[src/rtl/memory_controller.sv]
// CPU memory-port decoder: routes to external block RAM or an on-block IO page
// (switches, LEDs, optional timer/status built with MEMCTL_TIMER_EN) with uniform 1-cycle read latency.
module memory_controller #(
    parameter int          RAM_ADDR_WIDTH = 14,
    parameter logic [15:0] IO_BASE        = 16'hFF00,
    parameter int          SWITCH_WIDTH   = 10,
    parameter int          PRESCALE       = 50000
) (
    input  logic                      clock,
    input  logic                      reset,
    input  logic                      cpu_write_enable,
    input  logic [15:0]               cpu_address,
    input  logic [15:0]               cpu_write_data,
    output logic [15:0]               cpu_read_data,
    output logic                      ram_write_enable,
    output logic [RAM_ADDR_WIDTH-1:0] ram_address,
    output logic [15:0]               ram_write_data,
    input  logic [15:0]               ram_read_data,
    input  logic [SWITCH_WIDTH-1:0]   switches,
    output logic [SWITCH_WIDTH-1:0]   leds
);

    if (PRESCALE < 1) begin : g_bad_prescale
        $error("PRESCALE must be >= 1");
    end

    logic                    is_io;
    logic                    io_wr;
    logic [7:0]              io_offset;
    logic [SWITCH_WIDTH-1:0] sync1_q, sync2_q;
    logic [SWITCH_WIDTH-1:0] leds_q, leds_d;
    logic                    sel_io_q, sel_io_d;
    logic [15:0]             io_data_q, io_data_d;

    always_comb begin
        is_io     = (cpu_address >= IO_BASE);
        io_offset = cpu_address[7:0];
        io_wr     = cpu_write_enable & is_io;
        sel_io_d  = is_io;
    end

    // RAM path is purely combinational; the strobe is held off while reset is low
    assign ram_address      = cpu_address[RAM_ADDR_WIDTH-1:0];
    assign ram_write_data   = cpu_write_data;
    assign ram_write_enable = cpu_write_enable & ~is_io & reset;

`ifdef MEMCTL_TIMER_EN
    localparam logic [31:0] PRESC_MAX = 32'(PRESCALE - 1);

    logic [31:0] presc_q, presc_d;
    logic [15:0] count_q, count_d, count_inc;
    logic [15:0] compare_q, compare_d;
    logic        flag_q, flag_d;
    logic        tick, count_wr;

    always_comb begin
        count_wr  = io_wr && (io_offset == 8'h02);
        tick      = (presc_q == PRESC_MAX);
        count_inc = count_q + 16'd1;
        presc_d   = tick ? 32'd0 : presc_q + 32'd1;
        count_d   = tick ? count_inc : count_q;
        compare_d = (io_wr && (io_offset == 8'h03)) ? cpu_write_data : compare_q;
        flag_d    = flag_q;
        if (io_wr && (io_offset == 8'h04) && cpu_write_data[0]) begin
            flag_d = 1'b0;
        end
        // A match compares against the compare value held before this edge; set beats clear
        if (tick && !count_wr && (count_inc == compare_q)) begin
            flag_d = 1'b1;
        end
        if (count_wr) begin
            count_d = 16'd0;
            presc_d = 32'd0;
        end
    end
`endif

    always_comb begin
        leds_d = leds_q;
        if (io_wr && (io_offset == 8'h01)) begin
            leds_d = cpu_write_data[SWITCH_WIDTH-1:0];
        end
        io_data_d = 16'd0;
        case (io_offset)
            8'h00: io_data_d[SWITCH_WIDTH-1:0] = sync2_q;
            8'h01: io_data_d[SWITCH_WIDTH-1:0] = leds_q;
`ifdef MEMCTL_TIMER_EN
            8'h02: io_data_d = count_q;
            8'h03: io_data_d = compare_q;
            8'h04: io_data_d[0] = flag_q;
`endif
            default: io_data_d = 16'd0;
        endcase
    end

    always_ff @(posedge clock or negedge reset) begin
        if (!reset) begin
            sync1_q   <= '0;
            sync2_q   <= '0;
            leds_q    <= '0;
            sel_io_q  <= 1'b0;
            io_data_q <= 16'd0;
`ifdef MEMCTL_TIMER_EN
            presc_q   <= 32'd0;
            count_q   <= 16'd0;
            compare_q <= 16'hFFFF;
            flag_q    <= 1'b0;
`endif
        end else begin
            sync1_q   <= switches;
            sync2_q   <= sync1_q;
            leds_q    <= leds_d;
            sel_io_q  <= sel_io_d;
            io_data_q <= io_data_d;
`ifdef MEMCTL_TIMER_EN
            presc_q   <= presc_d;
            count_q   <= count_d;
            compare_q <= compare_d;
            flag_q    <= flag_d;
`endif
        end
    end

    assign leds          = leds_q;
    assign cpu_read_data = sel_io_q ? io_data_q : ram_read_data;

endmodule
[config.mk]
export PLATFORM = sky130hd
export DESIGN_NAME = memory_controller
export DESIGN_NICKNAME = d
export VERILOG_FILES = /design/src/rtl/memory_controller.sv
export SDC_FILE = /design/constraint.sdc
export NUM_CORES = 1
export LEC_CHECK = 0
export ABC_AREA = 1
export ABC_CLOCK_PERIOD_IN_PS = 2250
export CAP_MARGIN = 20
export CORE_MARGIN = 5
export CORE_UTILIZATION = 60
export DETAILED_ROUTE_END_ITERATION = 10
export DONT_BUFFER_PORTS = 1
export PLACE_DENSITY = 0.76
export SETUP_SLACK_MARGIN = 0.2
export SLEW_MARGIN = 5
export SYNTH_ARGS = -nofsm -noshare
export SYNTH_HDL_FRONTEND = slang
export SYNTH_SLANG_ARGS = --single-unit
[constraint.sdc]
create_clock -name clock -period 2.25 [get_ports clock]
set_input_delay 0.225 -clock clock [delete_from_list [all_inputs] [get_ports clock]]
set_output_delay 0.225 -clock clock [all_outputs]
set_load 0.05 [all_outputs]
==> summary.md, run 1 <==
| Metric | Value |
|---|---|
| CTS tree | built |
| Multi-input logic area | 540.5 sq um |
| Period minus WS final | 1.839 ns |
| Minimum hold slack | 0.04189 ns |
| Largest area contributor in the netlist | dfrtp_1 |
| Unique masters post-synth | 19 |
| Crit path arrival time | 1.61 ns |
| Die ar. | 4371 sq um |
| Max Cap Violations | 0 |
| Die W | 66.12 microns |
| WS Path Type | reg2out |
| Clk_lat worst skew | 0.34 ns |
| ANT cells | 0 |
| Worst VDD drop | 0.5823 mV |
| Drt total wl | 3.674 mm |
| Synthesized area | 1889 sq um |
| Worst Skew | 0.004035 ns |
| Fin. max-slew vios | 0 |
| Synth area leaders | dfrtp_1 (54%), buf_4 (12%), nand2_1 (9.5%) |
| Syn nets | 249 |
| Chip height | 66.12 microns |
| TNS Setup | 0 ns |
| Area grow syn2layout | 6.159% |
| Gr ovfl total | 0 |
| Reg2Reg Launch Point | leds[9] |
| Drt pass-1 iters | 4 |
| Min-Delay Startpoint | cpu_write_data[9] |
| Status | completed |
| DRT antenna net count | 0 |
| Clock share of power | 0.286 |
| Pwr dens | 635.9 nW/um^2 |
| Endpoints failing hold | 0 |
| Worst hold-check path type | in2reg |
| Wirelength per Cell | 15.90 microns |
| CTS max path bufs | 2 |
| I/O pin total | 118 |
| Number of synthesized flops with an enable pin | 0 |
| HPWL reported at the end of detailed placement | 2.750 mm |
| Final setup fails | 0 |
| H-Tree Depth | 2 |
| Total CTS buffers | 5 |
| Crit-path max FO | 16 |
| Fin area | 2006 sq um |
| Part of the power in combinational logic | 0.118 |
| Antenna violations before repair | 0 |
| Vias per inst | 5.100 |
| Achievable Freq | 543.8 MHz |
| Mapped Cells | 188 |
| Core Box Area | 3028 sq um |
| Initial DRC count | 38 |
| Reg power frac | 0.596 |
| CP bufs+invs | 0 |
| Vias in the first global route | 1173 |
| Critical Path Max Stage Delay | 0.69 ns |
| Filler cells | 226 |
| Largest net degree at the start of global routing | 42 |
| Slew headroom | 0.6364 |
| Yosys top cell area share | 0.5430 |
| Vias | 1178 |
| Post-synthesis sequential area ratio | 0.5430 |
| Top cells by count, synth | nand2_1 (48), dfrtp_1 (41), buf_4 (31), nand3_1 (11) |
| Crit end category | output port |
| Number of nets in the layout | 248 |
| Root Driver | clkbuf_4 |
| GRT Overall Usage | 0.1791 |
| Sinks on Clock Net | 41 |
| Fin util | 0.6624 |
| Worst slew pin tran | 0.5454 ns |
| Synth Area per Inst | 10.05 sq um |
| Gpl congestion | 0.8161 |
| Drt drc | 0 |
| Share of layout cells above drive strength 1 | 0.1872 |
| First-pass GRT wire length | 5.796 mm |
| YS warnings | 0 |
| #FFs+latches synth | 41 |
| Fin crit share | 0.8173 |
| Sw Share | 0.2545 |
| Core Rows | 20 |
| CTS clk-pin slew, worst paths | 0.11 ns |
| Crit path from | sel_io_q |
| RSZ-0062 raised after global routing | no |
| CP startpoint kind | flop |
| Reg2reg setup slack | 1.20 ns |
| Worst Path Required | 2.03 ns |
| Internal power | 950.8 uW |
| Switching pwr | 324.6 uW |
| Initial core utilization | 0.6240 |
| Top Family by Delay on Critical Path | flip-flops |
| Placed Area | 1727 sq um |
| Storage element area | 1026 sq um |
| Port bufs | 0 |
| FFs w/ async S/R, synth | 1.000 |
| Worst path slowest cell | dfrtp_1 |
| Most frequent cell after synthesis | nand2_1 |
| Leakage Power | 1.061 nW |
| Primary FF master, synth | dfrtp_1 |
| Critical path, cell by cell | mux2_1 |
-- path summary, 6_finish.rpt --
| check | endpoint | cells after the start |
|---|---|---|
| setup / recovery | cpu_read_data[9] | 1 |
| hold / removal | leds[9] | 2 |
| setup reg to reg | leds[9] | 2 |
| hold reg to reg | sync2_q[2] | 0 |
| max in group asynchronous | io_data_q[0] | 2 |
| min in group asynchronous | io_data_q[8] | 2 |
-- cells in the final DEF, fill, tap and decap left out, types with 2 or more instances in the layout --
cell / count
inv_1: 10
o21ai_1: 10
dlygate4sd3_1: 20
clkbuf_4: 5
nor2_4: 2
nand2_1: 48
nor2_1: 8
buf_4: 7
nor2_2: 2
mux2_1: 4
inv_2: 4
nand3_1: 11
dfrtp_1: 41
mux2_2: 6
nand2_2: 2
-- stage by stage --
step                      std cells  setup WS (ns)  power, mW
after floorplan                 188         0.7051      1.009
after global placement          203         0.7965     0.8804
after detailed placement        203         0.7764     0.8814
after CTS                       231         0.3735      1.293
after global routing            231         0.2961      1.342
final                           231         0.4111      1.275
-- power groups by stage --
stage | clock network (mW) | logic, mW | registers [mW]
global placement | 0 | 0.105 | 0.775
CTS | 0.380 | 0.152 | 0.761
global route | 0.417 | 0.162 | 0.763
finish | 0.364 | 0.151 | 0.760
floorplan | 0 | 0.236 | 0.773
detailed placement | 0 | 0.106 | 0.776
-- layer usage --
layer	up-vias	share of wire	track usage
met3	4	0.13	0.06633
met1	533	0.36	0.2007
met4	0	0.013	0.06853
met5	-	0	0
li1	547	-	-
met2	94	0.50	0.3073
-- cell type report --
cell class                 instances  area share
tap                               44     0.02745
clock buffer                       6     0.02558
inverter                          14     0.02620
sequential                        41      0.5115
timing repair buffer              28      0.1360
clock inverter                     1    0.003743
multi-input combinational         97      0.2695
-- logic make-up after synthesis --
family	count (synthesis)	share of synthesized area
AO/OA/AOI/OAI	10	0.02649
flip-flops	41	0.5430
AND/OR/NAND/NOR	77	0.2000
multiplexers	10	0.05960
buffers and inverters	50	0.1709
-- repair_timing --
item / in CTS / in global routing
resized for setup: 0 / 0
buffers inserted: 0 / 0
hold endpoints to repair: 60 / 0
hold buffers: 21 / 0
-- sequential cells by signal, indices dropped and copies added (netlist names) --
signal     count
io_data_q     10
sync2_q       10
leds          10
sel_io_q       1
sync1_q       10
No activity file was read; power rests on OpenSTA's default activity.
==> inputs of run 2 (changes only) <==
ABC_CLOCK_PERIOD_IN_PS = 1700   (was 2250)
clock period = 1.7 ns   (was 2.25 ns; I/O delays follow)
==> summary.md, run 2 (same netlist as run 1, synthesis figures left out) <==
| Metric | Value |
|---|---|
| Non-filler cells, final | 235 (was 231) |
| Core Box Area | 3028 sq um (unchanged) |
| Leakage Power | 1.119 nW (was 1.061 nW) |
| DRT antenna net count | 0 (unchanged) |
| Vias per inst | 5.149 (was 5.100) |
| WS Path Type | reg2out (unchanged) |
| Worst VDD drop | 0.5208 mV (was 0.5823 mV) |
| Drt drc | 0 (unchanged) |
| Placed Cells incl. Taps | 206 (was 203) |
| TNS Setup | 0 ns (unchanged) |
| Initial DRC count | 21 (was 38) |
| CTS clk-pin slew, worst paths | 0.10 ns (was 0.11 ns) |
| Gr ovfl total | 0 (unchanged) |
| Slew headroom | 0.6399 (was 0.6364) |
| Core Rows | 20 (unchanged) |
| Wirelength per Cell | 16.37 microns (was 15.90 microns) |
| Crit path arrival time | 1.30 ns (was 1.61 ns) |
| CTS max path bufs | 2 (unchanged) |
| CTS tree | built (unchanged) |
| Initial core utilization | 0.6240 (unchanged) |
| Commonest cells after routing, fill and taps aside | nand2_1 (48), dfrtp_1 (41), dlygate4sd3_1 (21), nand3_1 (11) (was nand2_1 (48), dfrtp_1 (41), dlygate4sd3_1 (20), nand3_1 (11)) |
| Root Driver | clkbuf_4 (unchanged) |
| Sinks on Clock Net | 41 (unchanged) |
| GRT Overall Usage | 0.1871 (was 0.1791) |
| Crit end category | output port (unchanged) |
| Chip height | 66.12 microns (unchanged) |
| Commonest non-fill, non-tap cell in the layout | nand2_1 (unchanged) |
| Total CTS buffers | 5 (unchanged) |
| I/O pin total | 118 (unchanged) |
| Die ar. | 4371 sq um (unchanged) |
| Worst Skew | 0.007037 ns (was 0.004035 ns) |
| Drt pass-1 iters | 4 (unchanged) |
| First-pass GRT wire length | 5.982 mm (was 5.796 mm) |
| Total Power | 1.705 mW (was 1.275 mW) |
| Port bufs | 0 (unchanged) |
| Crit-path max FO | 16 (unchanged) |
| Final setup fails | 0 (unchanged) |
| Period minus WS final | 1.469 ns |
| Vias | 1210 (was 1178) |
| Area grow syn2layout | 10.46% (was 6.159%) |
| Endpoints failing hold | 0 (unchanged) |
| Fin crit share | 0.8638 |
| Status | completed (unchanged) |
| Placement Setup Slack | 0.4587 ns (was 0.7764 ns) |
| Achievable Freq | 680.9 MHz |
| Worst slew pin tran | 0.5401 ns (was 0.5454 ns) |
| Clk_lat worst skew | 0.34 ns (about the same) |
| Worst Path Required | 1.53 ns (was 2.03 ns) |
| Number of nets in the layout | 252 (was 248) |
| Share of layout cells above drive strength 1 | 0.2199 (was 0.1872) |
| Gpl congestion | 0.8168 (was 0.8161) |
| ANT cells | 0 (unchanged) |
| Worst hold-check path type | in2reg (unchanged) |
| Drt total wl | 3.847 mm (was 3.674 mm) |
| Max Cap Violations | 0 (unchanged) |
| Final worst setup slack | 0.2315 ns (was 0.4111 ns) |
| Pwr dens | 816.8 nW/um^2 (was 635.9 nW/um^2) |
| Die W | 66.12 microns (unchanged) |
| RSZ-0062 raised after global routing | yes (was no) |
| Fin. max-slew vios | 0 (unchanged) |
| CP startpoint kind | flop (unchanged) |
| H-Tree Depth | 2 (unchanged) |
| Antenna violations before repair | 0 (unchanged) |
| Largest net degree at the start of global routing | 42 (unchanged) |
| Fin util | 0.6893 (was 0.6624) |
| HPWL reported at the end of detailed placement | 2.787 mm (was 2.750 mm) |
| Vias in the first global route | 1220 (was 1173) |
run 2: cell count changes in the layout (fill, tap and decap cells not counted), sizes merged:
cell	previous run	this run
buf	8	11
dlygate4sd3	20	21
run 2: worst max-delay path, cell delays in order (launching register included):
cell and delay, ns:
dfrtp_1 0.40, buf_8 0.16, mux2_4 0.39
run 2: through the flow:
stage          instance area [sq um]  hold WS, ns
3_5_place_dp                    1749      -0.1248
2_1_floorplan                   1889      -0.1256
5_1_grt                         2087      0.05691
6_report                        2087      0.06133
4_1_cts                         2042      0.04839
3_3_place_gp                    1749      -0.1246
run 2: cell type report:
cell class / instances / area (sq um)
fillers: 235 / 940.9
repair buffers: 32 / 316.6
clock buffers: 6 / 51.30
clock inverters: 1 / 7.507
inverters: 14 / 52.55
well taps: 44 / 55.05
multi-input cells: 97 / 578.1
flip-flops and latches: 41 / 1026
run 2: timing repair:
action,in CTS,in global routing
endpoints found under the setup margin,10,12
hold buffers,22,0
hold endpoints to repair,61,0
gates resized for setup,5,12
pin swaps,0,0
setup buffers,0,0
run 2: report_power, final:
group / switching, mW / total [mW] / leakage [nW] / internal, mW
registers: 0.00795 / 1.01 / 0.527 / 0.999
logic: 0.135 / 0.213 / 0.563 / 0.0777
clock network: 0.291 / 0.485 / 0.0303 / 0.194
total: 0.434 / 1.70 / 1.12 / 1.27
run 2: layer usage:
layer	wire, microns	track usage	up-vias
met5	0	0	-
met4	50	0.07107	0
met3	457	0.07823	7
met2	1925	0.3147	96
met1	1414	0.2099	548
li1	-	-	559
run 2: final timing paths:
check	depth (start not counted)	startpoint	slack, ns	end
setup reg to reg	2	leds[9]	0.66	io_data_q[9]
max in group asynchronous	2	reset	1.24	leds[2]
hold / removal	4	cpu_address[13]	0.06	sel_io_q
min in group asynchronous	2	reset	0.28	leds[1]
setup / recovery	2	sel_io_q	0.23	cpu_read_data[5]
hold reg to reg	0	sync1_q[4]	0.36	sync2_q[4]
==> inputs of run 3 (changes only) <==
CORE_ASPECT_RATIO = 0.9   (was unset)
==> summary.md, run 3 (same netlist as run 1, synthesis figures left out) <==
| Metric | Value |
|---|---|
| Achievable Freq | 677.0 MHz (was 680.9 MHz) |
| Status | completed (unchanged) |
| Buffer count from post-CTS setup fixing | 0 (unchanged) |
| Die ar. | 4373 sq um (was 4371 sq um) |
| Crit path arrival time | 1.31 ns (was 1.30 ns) |
| Core Rows | 19 (was 20) |
| RSZ-0062 raised after global routing | yes (unchanged) |
| Total CTS buffers | 5 (unchanged) |
| Area grow syn2layout | 10.40% (was 10.46%) |
| Fin. max-slew vios | 0 (unchanged) |
| DRT antenna net count | 0 (unchanged) |
| Worst Path Required | 1.53 ns (about the same) |
| Wirelength per Cell | 16.27 microns (was 16.37 microns) |
| WS Path Type | reg2out (unchanged) |
| Pwr dens | 845.4 nW/um^2 (was 816.8 nW/um^2) |
| Largest net degree at the start of global routing | 42 (unchanged) |
| H-Tree Depth | 2 (unchanged) |
| Drt pass-1 iters | 4 (unchanged) |
| Crit-path max FO | 15 (was 16) |
| Vias per inst | 5.125 (was 5.149) |
| ANT cells | 0 (unchanged) |
| Worst hold-check path type | in2reg (unchanged) |
| Vias in the first global route | 1189 (was 1220) |
| TNS Setup | 0 ns (unchanged) |
| Endpoints failing hold | 0 (unchanged) |
| Drt drc | 0 (unchanged) |
| Non-filler cells, final | 232 (was 235) |
| CTS tree | built (unchanged) |
| Gr ovfl total | 0 (unchanged) |
| Gpl congestion | 0.8200 (was 0.8168) |
| CP startpoint kind | flop (unchanged) |
| Port bufs | 0 (unchanged) |
| Vias | 1189 (was 1210) |
| Core Box Area | 3043 sq um (was 3028 sq um) |
| CTS max path bufs | 2 (unchanged) |
| Worst Skew | 0.01795 ns (was 0.007037 ns) |
| Commonest non-fill, non-tap cell in the layout | nand2_1 (unchanged) |
| Root Driver | clkbuf_4 (unchanged) |
| Final setup fails | 0 (unchanged) |
| Period minus WS final | 1.477 ns (was 1.469 ns) |
| I/O pin total | 118 (unchanged) |
| Share of layout cells above drive strength 1 | 0.2158 (was 0.2199) |
| Fin util | 0.6854 (was 0.6893) |
| Die W | 69.15 microns (was 66.12 microns) |
| Initial DRC count | 24 (was 21) |
| Drt total wl | 3.774 mm (was 3.847 mm) |
| Slew headroom | 0.6338 (was 0.6399) |
| Worst slew pin tran | 0.5493 ns (was 0.5401 ns) |
| Initial core utilization | 0.6209 (was 0.6240) |
| Antenna violations before repair | 0 (unchanged) |
| Sinks on Clock Net | 41 (unchanged) |
| GRT Overall Usage | 0.1821 (was 0.1871) |
| Worst VDD drop | 0.7853 mV (was 0.5208 mV) |
| Leakage Power | 1.117 nW (was 1.119 nW) |
| Commonest cells after routing, fill and taps aside | nand2_1 (48), dfrtp_1 (41), dlygate4sd3_1 (21), nand3_1 (11) (unchanged) |
| Placed Cells incl. Taps | 202 (was 206) |
| Crit end category | output port (unchanged) |
| Chip height | 63.24 microns (was 66.12 microns) |
| Total Power | 1.763 mW (was 1.705 mW) |
| Max Cap Violations | 0 (unchanged) |
| First-pass GRT wire length | 6.072 mm (was 5.982 mm) |
| Number of nets in the layout | 250 (was 252) |
| HPWL reported at the end of detailed placement | 2.772 mm (was 2.787 mm) |
| Clk_lat worst skew | 0.35 ns (was 0.34 ns) |
| CTS clk-pin slew, worst paths | 0.10 ns (about the same) |
| Fin crit share | 0.8689 (was 0.8638) |
-- run 3: critical path, stage by stage, from the launching register on --
cell and delay, ns:
dfrtp_1 0.42, buf_12 0.17, mux2_4 0.39
-- run 3: worst paths after layout --
check	start	endpoint	slack (ns)	cells past startpoint
hold reg to reg	sync1_q[7]	sync2_q[7]	0.36	0
setup reg to reg	leds[8]	io_data_q[8]	0.67	2
min in group asynchronous	reset	leds[2]	0.27	2
hold / removal	cpu_address[13]	sel_io_q	0.07	4
setup / recovery	sel_io_q	cpu_read_data[6]	0.22	2
max in group asynchronous	reset	sel_io_q	1.22	2
-- run 3: report_power, final --
group          switching [mW]  internal (mW)  leakage (nW)
registers             0.00766          0.999         0.527
clock network           0.297          0.247        0.0419
logic                   0.135         0.0769         0.549
total                   0.440           1.32          1.12
-- run 3: cell type report --
| class | count | area, sq um |
|---|---|---|
| clock buffer | 7 | 65.06 |
| fill | 219 | 957.2 |
| multi-input combinational | 97 | 574.3 |
| sequential | 41 | 1026 |
| tap | 42 | 52.55 |
| inverter | 14 | 52.55 |
| timing repair buffer | 30 | 306.5 |
| clock inverter | 1 | 8.758 |
-- run 3: timing repair --
| item | 4_1_cts | 5_1_grt |
|---|---|---|
| hold buffers | 22 | 0 |
| hold endpoints to repair | 61 | 0 |
| setup endpoints to repair | 9 | 10 |
| resized for setup | 15 | 2 |
-- run 3: layer usage --
metal / global-route usage / vias to the layer above / part of all wire
met2: 0.3012 / 87 / 0.48
met3: 0.09380 / 5 / 0.13
li1: - / 558 / -
met1: 0.1946 / 539 / 0.38
met5: 0 / - / 0
met4: 0.08049 / 0 / 0.017
-- run 3: metrics by stage --
| stage | hold WS (ns) | setup slack [ns] | area (sq um) |
|---|---|---|---|
| after global routing | 0.08319 | 0.1663 | 2086 |
| after CTS | 0.05321 | 0.1976 | 2077 |
| final | 0.06765 | 0.2229 | 2086 |
| after detailed placement | -0.1248 | 0.4304 | 1732 |
| after global placement | -0.1246 | 0.4455 | 1732 |
| after floorplan | -0.1256 | 0.2101 | 1889 |
